**src/rtl/lsu_if.sv**
```systemverilog
// -----------------------------------------------------------------------------
// lsu_if
// Data-bus interface between the load/store unit and the data memory.
//
// Request channel (valid/ready): the master raises dmem_req_valid and holds
// dmem_addr/dmem_wen/dmem_wdata/dmem_wmask stable until the cycle in which
// dmem_req_ready is also high; that rising clock edge transfers the request.
// Response channel (valid only): the slave pulses dmem_rsp_valid for one cycle
// with dmem_rsp_rdata (whole aligned doubleword for reads, don't-care for
// write acknowledges); the master cannot back-pressure it.
//
// Signals:
//   dmem_req_valid  master->slave  request valid
//   dmem_req_ready  slave->master  request accepted
//   dmem_addr       master->slave  8-byte aligned address
//   dmem_wen        master->slave  1 = write, 0 = read
//   dmem_wdata      master->slave  lane-shifted store data
//   dmem_wmask      master->slave  lane-shifted byte mask
//   dmem_rsp_valid  slave->master  read data / write ack
//   dmem_rsp_rdata  slave->master  read doubleword
// -----------------------------------------------------------------------------
interface lsu_if;
   logic        dmem_req_valid;
   logic        dmem_req_ready;
   logic [63:0] dmem_addr;
   logic        dmem_wen;
   logic [63:0] dmem_wdata;
   logic [7:0]  dmem_wmask;
   logic        dmem_rsp_valid;
   logic [63:0] dmem_rsp_rdata;

   modport master (
      output dmem_req_valid,
      input  dmem_req_ready,
      output dmem_addr,
      output dmem_wen,
      output dmem_wdata,
      output dmem_wmask,
      input  dmem_rsp_valid,
      input  dmem_rsp_rdata
   );

   modport slave (
      input  dmem_req_valid,
      output dmem_req_ready,
      input  dmem_addr,
      input  dmem_wen,
      input  dmem_wdata,
      input  dmem_wmask,
      output dmem_rsp_valid,
      output dmem_rsp_rdata
   );
endinterface

```
**src/rtl/lsu.sv**
```systemverilog
// -----------------------------------------------------------------------------
// lsu
// Memory-stage load/store unit of the RV64 pipeline. Issues one data-bus
// request per load/store, stalls upstream while it is outstanding and
// registers the WB operands. WB does lane selection and sign/zero extension
// itself, so wb_mem_data is the raw bus doubleword and wb_byte_enable is the
// unshifted access size.
//
// Optional feature: define LSU_MISALIGN_CHECK_EN to trap misaligned accesses
// (no bus request, wb_misalign=1, wb_rd_wena=0). Without it accesses are
// issued as-is (wmask truncated to the doubleword) and wb_misalign is 0.
//
// Ports:
//   clock, reset_n      clock (rising edge), asynchronous active-low reset
//   ex_*                EX/MEM slot: valid, ren/wen, ext_un, alu result /
//                       address, store data, byte enable, rd address/enable
//   mem_stall           combinational hold for EX/MEM and earlier stages
//   dmem                data-bus master (see lsu_if)
//   wb_*                registered WB operands
//   dbg_state           current FSM state (IDLE=0, REQ=1, WAIT_RSP=2)
// -----------------------------------------------------------------------------
module lsu (
   input  logic        clock,
   input  logic        reset_n,
   input  logic        ex_valid,
   input  logic        ex_mem_ren,
   input  logic        ex_mem_wen,
   input  logic        ex_mem_ext_un,
   input  logic [63:0] ex_alu_result,
   input  logic [63:0] ex_wdata,
   input  logic [7:0]  ex_byte_enable,
   input  logic [4:0]  ex_rd_waddr,
   input  logic        ex_rd_wena,
   output logic        mem_stall,
   lsu_if.master       dmem,
   output logic [63:0] wb_alu_result,
   output logic [63:0] wb_mem_data,
   output logic [7:0]  wb_byte_enable,
   output logic        wb_mem_to_reg,
   output logic        wb_mem_ext_un,
   output logic [4:0]  wb_rd_waddr,
   output logic        wb_rd_wena,
   output logic        wb_misalign,
   output logic [1:0]  dbg_state
);

   typedef enum logic [1:0] {
      IDLE     = 2'd0,
      REQ      = 2'd1,
      WAIT_RSP = 2'd2
   } state_t;

   state_t state, state_next;

   // Copy of the memory op taken when it is accepted; the bus request and the
   // final WB write both come from here so upstream may change freely later.
   logic [63:0] lat_addr;
   logic [63:0] lat_wdata;
   logic [7:0]  lat_be;
   logic        lat_ext_un;
   logic [4:0]  lat_rd_waddr;
   logic        lat_rd_wena;
   logic        lat_is_store;
   logic        lat_en;

   logic [63:0] wb_alu_d;
   logic [63:0] wb_mem_data_d;
   logic [7:0]  wb_be_d;
   logic        wb_mem_to_reg_d;
   logic        wb_ext_un_d;
   logic [4:0]  wb_rd_waddr_d;
   logic        wb_rd_wena_d;
   logic        wb_misalign_d;

   logic is_mem;
   logic misaligned;

   assign is_mem = ex_mem_ren | ex_mem_wen;

`ifdef LSU_MISALIGN_CHECK_EN
   // Low address bits that must be zero for the access size; unknown
   // byte-enable encodings are treated as byte accesses.
   logic [2:0] size_mask;
   always_comb begin
      case (ex_byte_enable)
         8'h03:   size_mask = 3'd1;
         8'h0F:   size_mask = 3'd3;
         8'hFF:   size_mask = 3'd7;
         default: size_mask = 3'd0;
      endcase
   end
   assign misaligned = is_mem & (|(ex_alu_result[2:0] & size_mask));
`else
   assign misaligned = 1'b0;
`endif

   // State register
   always_ff @(posedge clock or negedge reset_n) begin
      if (!reset_n) begin
         state <= IDLE;
      end else begin
         state <= state_next;
      end
   end

   // Next state, stall and WB operand selection
   always_comb begin
      state_next      = state;
      mem_stall       = 1'b0;
      lat_en          = 1'b0;
      wb_alu_d        = 64'd0;
      wb_mem_data_d   = 64'd0;
      wb_be_d         = 8'd0;
      wb_mem_to_reg_d = 1'b0;
      wb_ext_un_d     = 1'b0;
      wb_rd_waddr_d   = 5'd0;
      wb_rd_wena_d    = 1'b0;
      wb_misalign_d   = 1'b0;
      case (state)
         IDLE: begin
            if (ex_valid) begin
               if (is_mem && !misaligned) begin
                  mem_stall  = 1'b1;
                  lat_en     = 1'b1;
                  state_next = REQ;
               end else begin
                  // Plain ALU op, or a trapped misaligned access that
                  // retires straight to WB without touching the bus.
                  wb_alu_d        = ex_alu_result;
                  wb_be_d         = ex_byte_enable;
                  wb_mem_to_reg_d = ex_mem_ren;
                  wb_ext_un_d     = ex_mem_ext_un;
                  wb_rd_waddr_d   = ex_rd_waddr;
                  wb_rd_wena_d    = ex_rd_wena & ~misaligned;
                  wb_misalign_d   = misaligned;
               end
            end
         end
         REQ: begin
            mem_stall = 1'b1;
            if (dmem.dmem_req_ready) begin
               state_next = WAIT_RSP;
            end
         end
         WAIT_RSP: begin
            if (dmem.dmem_rsp_valid) begin
               wb_alu_d        = lat_addr;
               wb_mem_data_d   = lat_is_store ? 64'd0 : dmem.dmem_rsp_rdata;
               wb_be_d         = lat_be;
               wb_mem_to_reg_d = ~lat_is_store;
               wb_ext_un_d     = lat_ext_un;
               wb_rd_waddr_d   = lat_rd_waddr;
               wb_rd_wena_d    = lat_rd_wena;
               state_next      = IDLE;
            end else begin
               mem_stall = 1'b1;
            end
         end
         default: begin
            state_next = IDLE;
         end
      endcase
   end

   // Latched memory op
   always_ff @(posedge clock or negedge reset_n) begin
      if (!reset_n) begin
         lat_addr     <= 64'd0;
         lat_wdata    <= 64'd0;
         lat_be       <= 8'd0;
         lat_ext_un   <= 1'b0;
         lat_rd_waddr <= 5'd0;
         lat_rd_wena  <= 1'b0;
         lat_is_store <= 1'b0;
      end else if (lat_en) begin
         lat_addr     <= ex_alu_result;
         lat_wdata    <= ex_wdata;
         lat_be       <= ex_byte_enable;
         lat_ext_un   <= ex_mem_ext_un;
         lat_rd_waddr <= ex_rd_waddr;
         lat_rd_wena  <= ex_rd_wena;
         lat_is_store <= ex_mem_wen;
      end
   end

   // WB operand registers
   always_ff @(posedge clock or negedge reset_n) begin
      if (!reset_n) begin
         wb_alu_result  <= 64'd0;
         wb_mem_data    <= 64'd0;
         wb_byte_enable <= 8'd0;
         wb_mem_to_reg  <= 1'b0;
         wb_mem_ext_un  <= 1'b0;
         wb_rd_waddr    <= 5'd0;
         wb_rd_wena     <= 1'b0;
         wb_misalign    <= 1'b0;
      end else begin
         wb_alu_result  <= wb_alu_d;
         wb_mem_data    <= wb_mem_data_d;
         wb_byte_enable <= wb_be_d;
         wb_mem_to_reg  <= wb_mem_to_reg_d;
         wb_mem_ext_un  <= wb_ext_un_d;
         wb_rd_waddr    <= wb_rd_waddr_d;
         wb_rd_wena     <= wb_rd_wena_d;
         wb_misalign    <= wb_misalign_d;
      end
   end

   // Request fields come only from the latched copy, so they are stable for
   // the whole REQ phase. The write mask is only meaningful for stores.
   assign dmem.dmem_req_valid = (state == REQ);
   assign dmem.dmem_addr      = {lat_addr[63:3], 3'b000};
   assign dmem.dmem_wen       = lat_is_store;
   assign dmem.dmem_wdata     = lat_wdata << {lat_addr[2:0], 3'b000};
   assign dmem.dmem_wmask     = lat_is_store ? (lat_be << lat_addr[2:0]) : 8'h00;

   assign dbg_state = state;

endmodule

```
**src/flat_wrapper.sv**
```systemverilog
// flat-port wrapper written by rule: the top's interface ports become plain ports
module lsu_flat 
  (clock, reset_n, ex_valid, ex_mem_ren, ex_mem_wen, ex_mem_ext_un, ex_alu_result, ex_wdata, ex_byte_enable, ex_rd_waddr, ex_rd_wena, mem_stall, wb_alu_result, wb_mem_data, wb_byte_enable, wb_mem_to_reg, wb_mem_ext_un, wb_rd_waddr, wb_rd_wena, wb_misalign, dbg_state, dmem_dmem_req_valid, dmem_dmem_req_ready, dmem_dmem_addr, dmem_dmem_wen, dmem_dmem_wdata, dmem_dmem_wmask, dmem_dmem_rsp_valid, dmem_dmem_rsp_rdata);
  lsu_if dmem_i ();
  input  logic clock;
  input  logic reset_n;
  input  logic ex_valid;
  input  logic ex_mem_ren;
  input  logic ex_mem_wen;
  input  logic ex_mem_ext_un;
  input  logic [63:0] ex_alu_result;
  input  logic [63:0] ex_wdata;
  input  logic [7:0] ex_byte_enable;
  input  logic [4:0] ex_rd_waddr;
  input  logic ex_rd_wena;
  output logic mem_stall;
  output logic [63:0] wb_alu_result;
  output logic [63:0] wb_mem_data;
  output logic [7:0] wb_byte_enable;
  output logic wb_mem_to_reg;
  output logic wb_mem_ext_un;
  output logic [4:0] wb_rd_waddr;
  output logic wb_rd_wena;
  output logic wb_misalign;
  output logic [1:0] dbg_state;
  output wire logic [$bits(dmem_i.dmem_req_valid)-1:0] dmem_dmem_req_valid;
  input wire logic [$bits(dmem_i.dmem_req_ready)-1:0] dmem_dmem_req_ready;
  output wire logic [$bits(dmem_i.dmem_addr)-1:0] dmem_dmem_addr;
  output wire logic [$bits(dmem_i.dmem_wen)-1:0] dmem_dmem_wen;
  output wire logic [$bits(dmem_i.dmem_wdata)-1:0] dmem_dmem_wdata;
  output wire logic [$bits(dmem_i.dmem_wmask)-1:0] dmem_dmem_wmask;
  input wire logic [$bits(dmem_i.dmem_rsp_valid)-1:0] dmem_dmem_rsp_valid;
  input wire logic [$bits(dmem_i.dmem_rsp_rdata)-1:0] dmem_dmem_rsp_rdata;
  assign dmem_dmem_req_valid = dmem_i.dmem_req_valid;
  assign dmem_i.dmem_req_ready = dmem_dmem_req_ready;
  assign dmem_dmem_addr = dmem_i.dmem_addr;
  assign dmem_dmem_wen = dmem_i.dmem_wen;
  assign dmem_dmem_wdata = dmem_i.dmem_wdata;
  assign dmem_dmem_wmask = dmem_i.dmem_wmask;
  assign dmem_i.dmem_rsp_valid = dmem_dmem_rsp_valid;
  assign dmem_i.dmem_rsp_rdata = dmem_dmem_rsp_rdata;
  lsu u_core (.clock(clock), .reset_n(reset_n), .ex_valid(ex_valid), .ex_mem_ren(ex_mem_ren), .ex_mem_wen(ex_mem_wen), .ex_mem_ext_un(ex_mem_ext_un), .ex_alu_result(ex_alu_result), .ex_wdata(ex_wdata), .ex_byte_enable(ex_byte_enable), .ex_rd_waddr(ex_rd_waddr), .ex_rd_wena(ex_rd_wena), .mem_stall(mem_stall), .dmem(dmem_i), .wb_alu_result(wb_alu_result), .wb_mem_data(wb_mem_data), .wb_byte_enable(wb_byte_enable), .wb_mem_to_reg(wb_mem_to_reg), .wb_mem_ext_un(wb_mem_ext_un), .wb_rd_waddr(wb_rd_waddr), .wb_rd_wena(wb_rd_wena), .wb_misalign(wb_misalign), .dbg_state(dbg_state));
endmodule
```
**config.mk**
```make
export PLATFORM = sky130hd
export DESIGN_NAME = lsu_flat
export DESIGN_NICKNAME = d
export VERILOG_FILES = /design/src/rtl/lsu_if.sv /design/src/rtl/lsu.sv /design/src/flat_wrapper.sv
export SDC_FILE = /design/constraint.sdc
export NUM_CORES = 1
export LEC_CHECK = 0
export ABC_CLOCK_PERIOD_IN_PS = 2000
export BUFFER_PORTS_ARGS = -buffer_cell sky130_fd_sc_hd__buf_2
export CORE_AREA = 4 4 195 197
export CTS_CLUSTER_DIAMETER = 30
export DETAILED_ROUTE_END_ITERATION = 8
export DIE_AREA = 0 0 199 201
export SLEW_MARGIN = 20
export SYNTH_ARGS = -nofsm -noshare
export SYNTH_HDL_FRONTEND = slang
export SYNTH_SLANG_ARGS = --single-unit
```
**constraint.sdc**
```tcl
create_clock -name clock -period 2 [get_ports clock]
set_clock_uncertainty 0.15 [all_clocks]
set_input_delay 0.1 -clock clock [delete_from_list [all_inputs] [get_ports clock]]
set_output_delay 0.1 -clock clock [all_outputs]
set_load 0.02 [all_outputs]
```
==> results of run 1 <==
[worst min-delay path, stage by stage]
cell and delay (ns):
dlygate4sd3_1 0.56, buf_8 0.19, buf_12 0.24
[cells in the mapped netlist]
cell type	count	area (um2)
dfrtp_1	290	7260
mux2_1	129	1450
a22o_1	79	692
buf_4	69	518
and3_1	65	407
mux2_4	49	736
nor2_1	33	124
clkbuf_1	31	116
mux2i_1	31	310
buf_2	28	140
o22ai_1	18	113
mux4_2	17	383
mux2_2	15	169
and2_1	10	62.6
buf_6	10	113
nor2b_1	10	62.6
a211oi_1	9	67.6
inv_1	8	30.0
inv_2	8	30.0
mux2i_2	8	110
nand2_1	5	18.8
nand2b_1	4	25.0
o21a_1	4	30.0
o21ai_0	2	10.0
o32ai_1	2	17.5
a21o_1	1	7.51
and3b_1	1	8.76
buf_8	1	15.0
conb_1	1	3.75
nor3_1	1	5.00
nor4b_1	1	8.76
or2_2	1	6.26
[logic make-up (layout without fill, tap and decap cells)]
logic type	Yosys count	count (layout)	synth area share [%]
other cells	1	5	0.0287
flops	290	290	55.6
mux	249	249	24.2
simple gates	131	131	5.58
buf+inv	155	934	7.37
compound gates	115	115	7.18
[worst min path at each step]
stage	startpoint	end	depth (start not counted)
after detailed placement	reset_n	u_core.wb_alu_result[10]	1
after global placement	reset_n	u_core.wb_alu_result[10]	1
after floorplan	reset_n	u_core.dbg_state[0]	0
after CTS	reset_n	u_core.wb_alu_result[17]	3
after global routing	reset_n	u_core.wb_alu_result[7]	3
final	reset_n	u_core.wb_alu_result[10]	3
[layer usage]
metal / vias up / part of all wire (%) / track usage (%)
met2: 478 / 48 / 36.6
met3: 118 / 7.7 / 7.42
li1: 4800 / - / -
met5: - / 0.054 / 0
met4: 4 / 3.8 / 8.74
met1: 5426 / 41 / 29.2
[timing repair]
item	4_1_cts	5_1_grt
pin swaps	5	18
gates cloned	0	5
hold buffers	215	0
setup endpoints to repair	72	75
gates resized for setup	67	170
setup buffers	2	8
endpoints found under the hold margin	579	0
[power groups by stage]
| stage | Combinational (mW) | Sequential, mW | Clock (mW) |
|---|---|---|---|
| final | 18.1 | 9.52 | 11.5 |
| after detailed placement | 14.4 | 9.40 | 0 |
| after CTS | 15.7 | 9.39 | 11.7 |
| after global placement | 14.3 | 9.42 | 0 |
| after global routing | 19.1 | 9.73 | 12.0 |
| after floorplan | 9.88 | 9.13 | 0 |
[placed cells by master (no fill, tap or decap), types with 3 or more instances in the layout]
master	n
nor2_2	3
nor2_4	12
buf_2	432
mux2_2	14
clkinv_2	17
mux2_4	79
mux2i_2	10
clkinvlp_4	9
clkbuf_1	6
clkbuf_8	14
inv_2	9
mux2_1	100
mux2i_1	21
buf_12	24
nor2b_1	9
mux2i_4	8
dfrtp_1	287
inv_1	7
and2_4	9
nor2_1	18
conb_1	4
o22ai_2	4
a211oi_2	7
buf_4	61
bufinv_16	5
and3_1	64
clkbuf_16	78
nand2_1	5
buf_6	52
o22ai_1	14
dlygate4sd3_1	213
mux4_2	17
o21a_1	4
a22o_1	79
[layout make-up]
type	count	area share (%)
clock buffer	94	9.56
antenna	1	0.0116
clock inverter	36	1.74
inverter	16	0.278
sequential	290	33.6
timing repair buffer	788	27.6
tap	468	2.71
multi-input combinational	499	24.5
[through the flow]
step | worst slack, ns | cells
after floorplan | 0.0716 | 944
after global placement | 0.0159 | 1832
after detailed placement | -0.0174 | 1832
after CTS | -0.630 | 2179
after global routing | -0.624 | 2192
final | -0.578 | 2192
==> flow_summary.json, run 1 <==
{
  "outcome": "complete, but fails checks",
  "violations": "setup timing",
  "netlist_area_mm2": 0.0130,
  "p_sw_mw": 14.6,
  "h-tree-depth": 3,
  "fmax_mhz": 388,
  "hold_slack_ns": 0.0172,
  "p_clk_share_pct": 29.4,
  "antenna_left": 0,
  "drt_iter0_markers": 577,
  "antenna_found_initial": 3,
  "crit_type": "flip-flop to output port",
  "netlist_instances": 941,
  "finalPower_mw": 39.2,
  "overflow": 0,
  "syn_avg_cell_area_um2": 13.9,
  "crit_family": "multiplexers",
  "hpwl_um": 32100,
  "p_comb_share_pct": 46.3,
  "final-seq-area_mm2": 0.00726,
  "worstHoldPathType": "input pin to asynchronous set/reset pin",
  "start_kind": "flip-flop",
  "drv_cap": 0,
  "end_kind": "output port",
  "wire_per_inst_um": 21.8,
  "grt_pass1_vias": 11600,
  "grt_usage_pct": 23.0,
  "row_count": 70,
  "r2r_cells": 5,
  "hold_viol": 0,
  "grt_setup_unrepaired": "yes",
  "r2r_end": "u_core.lat_wdata[1]",
  "cp-startpoint": "u_core.lat_addr[0]",
  "place.gp.congestion": 0.910,
  "port-buffer-count": 495,
  "clock_sinks": 290,
  "synth-seq-area-share_pct": 55.6,
  "p_leak_nw": 11.0,
  "power_frac_seq_pct": 24.3,
  "multi_input_area_mm2": 0.00530,
  "first_pass_iters": 7,
  "drive_above_1_share_pct": 51.3,
  "place_area_mm2": 0.0160,
  "die_area_mm2": 0.0400,
  "critPathMaxStageDelay_ns": 0.49,
  "start_util_pct": 36.0,
  "crit_cells": 5,
  "nets": 1881,
  "rrSetupSlack_ns": 0.16,
  "setup_slack_ns": -0.578,
  "tritoncts": "yes",
  "cts_made_buffers": 72,
  "path_cells": "buf_12 > clkbuf_16 > mux2_4 > mux4_2 > buf_6",
  "final_util_pct": 59.6,
  "finalInstanceArea_mm2": 0.0216,
  "slew_viol_final": 0,
  "ios": 500,
  "crit_end": "dmem_dmem_wdata[59]",
  "die_y_um": 201,
  "vias": 10800,
  "ys_ff_latch": 290,
  "clockBufferDepth": 3,
  "cp_max_fo": 9,
  "tns_ns": -26.43,
  "core_mm2": 0.0363,
  "cp_num_buf_inv": 3,
  "viasPerCell": 4.94,
  "syn_to_final_growth_pct": 65.7,
  "rr_startpoint": "u_core.dbg_state[0]",
  "clkLatencyLatePin_ns": 0.59,
  "worstPathRequired_ns": 1.75,
  "wirelength_um": 47700,
  "setup_violations": 71,
  "grt_pass1_wl_um": 70900,
  "cp.arrival_ns": 2.33,
  "drcViolationCount": 0,
  "ys_warn_count": 0,
  "fin_crit_ns": 2.58,
  "clk_pin_slew_ns": 0.04,
  "post-route-period-util_pct": 129,
  "n_fill_cell": 2804,
  "grt_max_degree": 71,
  "clock-root-buffer": "clkbuf_16",
  "ir_drop_mv": 1.20,
  "powerDensity_mw_per_mm2": 1810,
  "crit_slowest_cell": "dfrtp_4",
  "die_w_um": 199,
  "p_sw_share_pct": 37.3,
  "internal_power_mw": 24.6,
  "ys_types": 32
}
Note: power is estimated with default switching activity, not from simulation.
==> run 2, diff against run 1 <==
Settings changed: CELL_PAD_IN_SITES_DETAIL_PLACEMENT from default to 1, CELL_PAD_IN_SITES_GLOBAL_PLACEMENT from default to 2, CORE_AREA 4 4 195 197 to default, CORE_MARGIN from default to 4, CORE_UTILIZATION from default to 32, DIE_AREA 0 0 199 201 to default, PLACE_DENSITY_LB_ADDON from default to 0.1.
==> flow_summary.json, run 2 (synthesized netlist as in run 1, its figures left out) <==
{
  "clockBufferDepth": 3,
  "tns_ns": -25.97,
  "clkLatencyLatePin_ns": 0.60,
  "topRoutingLayerUsed": "met4",
  "viasPerCell": 4.70,
  "antenna_left": 0,
  "clock_sinks": 290,
  "drcViolationCount": 0,
  "row_count": 73,
  "clk_pin_slew_ns": 0.04,
  "grt_max_degree": 67,
  "dp_cells": 1882,
  "violations": "setup timing",
  "h-tree-depth": 3,
  "wl_met3_um": 3630,
  "cp.arrival_ns": 2.35,
  "hpwl_um": 33600,
  "setup_violations": 72,
  "layout_common_cells": "buf_2, dfrtp_1, dlygate4sd3_1, mux2_1, clkbuf_16",
  "post-route-period-util_pct": 130,
  "mostFrequentLayoutCell": "buf_2",
  "drv_cap": 0,
  "die_y_um": 210,
  "grt_pass1_vias": 11900,
  "final_cells": 2256,
  "fin_crit_ns": 2.60,
  "outcome": "complete, but fails checks",
  "fmax_mhz": 385,
  "multi_input_area_mm2": 0.00515,
  "slew_viol_final": 0,
  "start_util_pct": 32.6,
  "nets": 1879,
  "port-buffer-count": 495,
  "tritoncts": "yes",
  "worstHoldPathType": "input pin to flip-flop",
  "vias": 10600,
  "ir_drop_mv": 0.931,
  "syn_to_final_growth_pct": 66.1,
  "finalPower_mw": 39.2,
  "wirelength_um": 49800,
  "clock-root-buffer": "clkbuf_16",
  "grt_setup_unrepaired": "yes",
  "overflow": 0,
  "crit_type": "flip-flop to output port",
  "powerDensity_mw_per_mm2": 1810,
  "grt_usage_pct": 22.1,
  "hold_viol": 0,
  "first_pass_iters": 4,
  "core_mm2": 0.0400,
  "antenna_found_initial": 2,
  "start_kind": "flip-flop",
  "drive_above_1_share_pct": 49.3,
  "drt_iter0_markers": 404,
  "wl_met2_um": 24300,
  "setup_slack_ns": -0.599,
  "n_fill_cell": 4076,
  "ios": 500,
  "place.gp.congestion": 0.780,
  "die_w_um": 210,
  "grt_pass1_wl_um": 75200,
  "p_leak_nw": 11.0,
  "final-seq-area_mm2": 0.00727,
  "wire_per_inst_um": 22.1,
  "worstPathRequired_ns": 1.75,
  "die_area_mm2": 0.0441,
  "cp_max_fo": 20,
  "final_util_pct": 54.2,
  "cts_made_buffers": 81,
  "met1_length_um": 20500,
  "end_kind": "output port"
}
## run 2: final timing paths
check	startpoint	to	slack, ns	cells after the start
min	ex_alu_result[42]	u_core.wb_alu_result[42]	0.12	3
max in group asynchronous	reset_n	u_core.wb_mem_data[44]	0.80	4
min reg2reg	u_core.lat_rd_wena	u_core.lat_rd_wena	0.34	1
max reg2reg	u_core.dbg_state[0]	u_core.wb_mem_data[10]	0.13	4
min in group asynchronous	reset_n	u_core.lat_addr[25]	0.51	4
max	u_core.lat_addr[0]	dmem_dmem_wdata[55]	-0.60	4
## run 2: area by class of cell
type	instances	area share, %
Multi-Input combinational cell	499	23.8
Tap cell	525	3.03
Timing Repair Buffer	777	26.4
Antenna cell	3	0.0346
Clock inverter	36	2.28
Sequential cell	290	33.5
Clock buffer	110	10.7
Inverter	16	0.277
## run 2: power by group
part           internal, mW  switching, mW
clock network          9.25           3.85
logic                  7.92           8.79
registers              7.74           1.67
total                  24.9           14.3
## run 2: worst max-delay path, stage by stage (launching register included)
cell and delay (ns):
dfrtp_4 0.55, buf_12 0.20, mux2_1 0.32, mux4_2 0.51, buf_4 0.18
## run 2: repair_timing
item | CTS | global route
setup endpoints to repair | 72 | 72
pin swaps | 8 | 4
hold buffers | 216 | 0
setup buffers | 5 | 2
hold endpoints to repair | 579 | 0
cloned | 1 | 1
gates resized for setup | 123 | 35
## run 2: per-stage QoR
step | cell area (um2) | worst slack [ns] | hold slack, ns
6_report | 21700 | -0.599 | 0.125
5_1_grt | 21700 | -0.664 | 0.115
4_1_cts | 21500 | -0.632 | 0.0799
3_5_place_dp | 16000 | 0.00518 | -0.147
3_3_place_gp | 16000 | 0.0301 | -0.148
2_1_floorplan | 13100 | 0.0716 | -0.346
## run 2: layer usage
layer,up-vias,global-route usage (%)
li1,4809,-
met1,5351,27.4
met2,357,36.2
met3,90,8.02
met4,0,7.20
met5,-,0
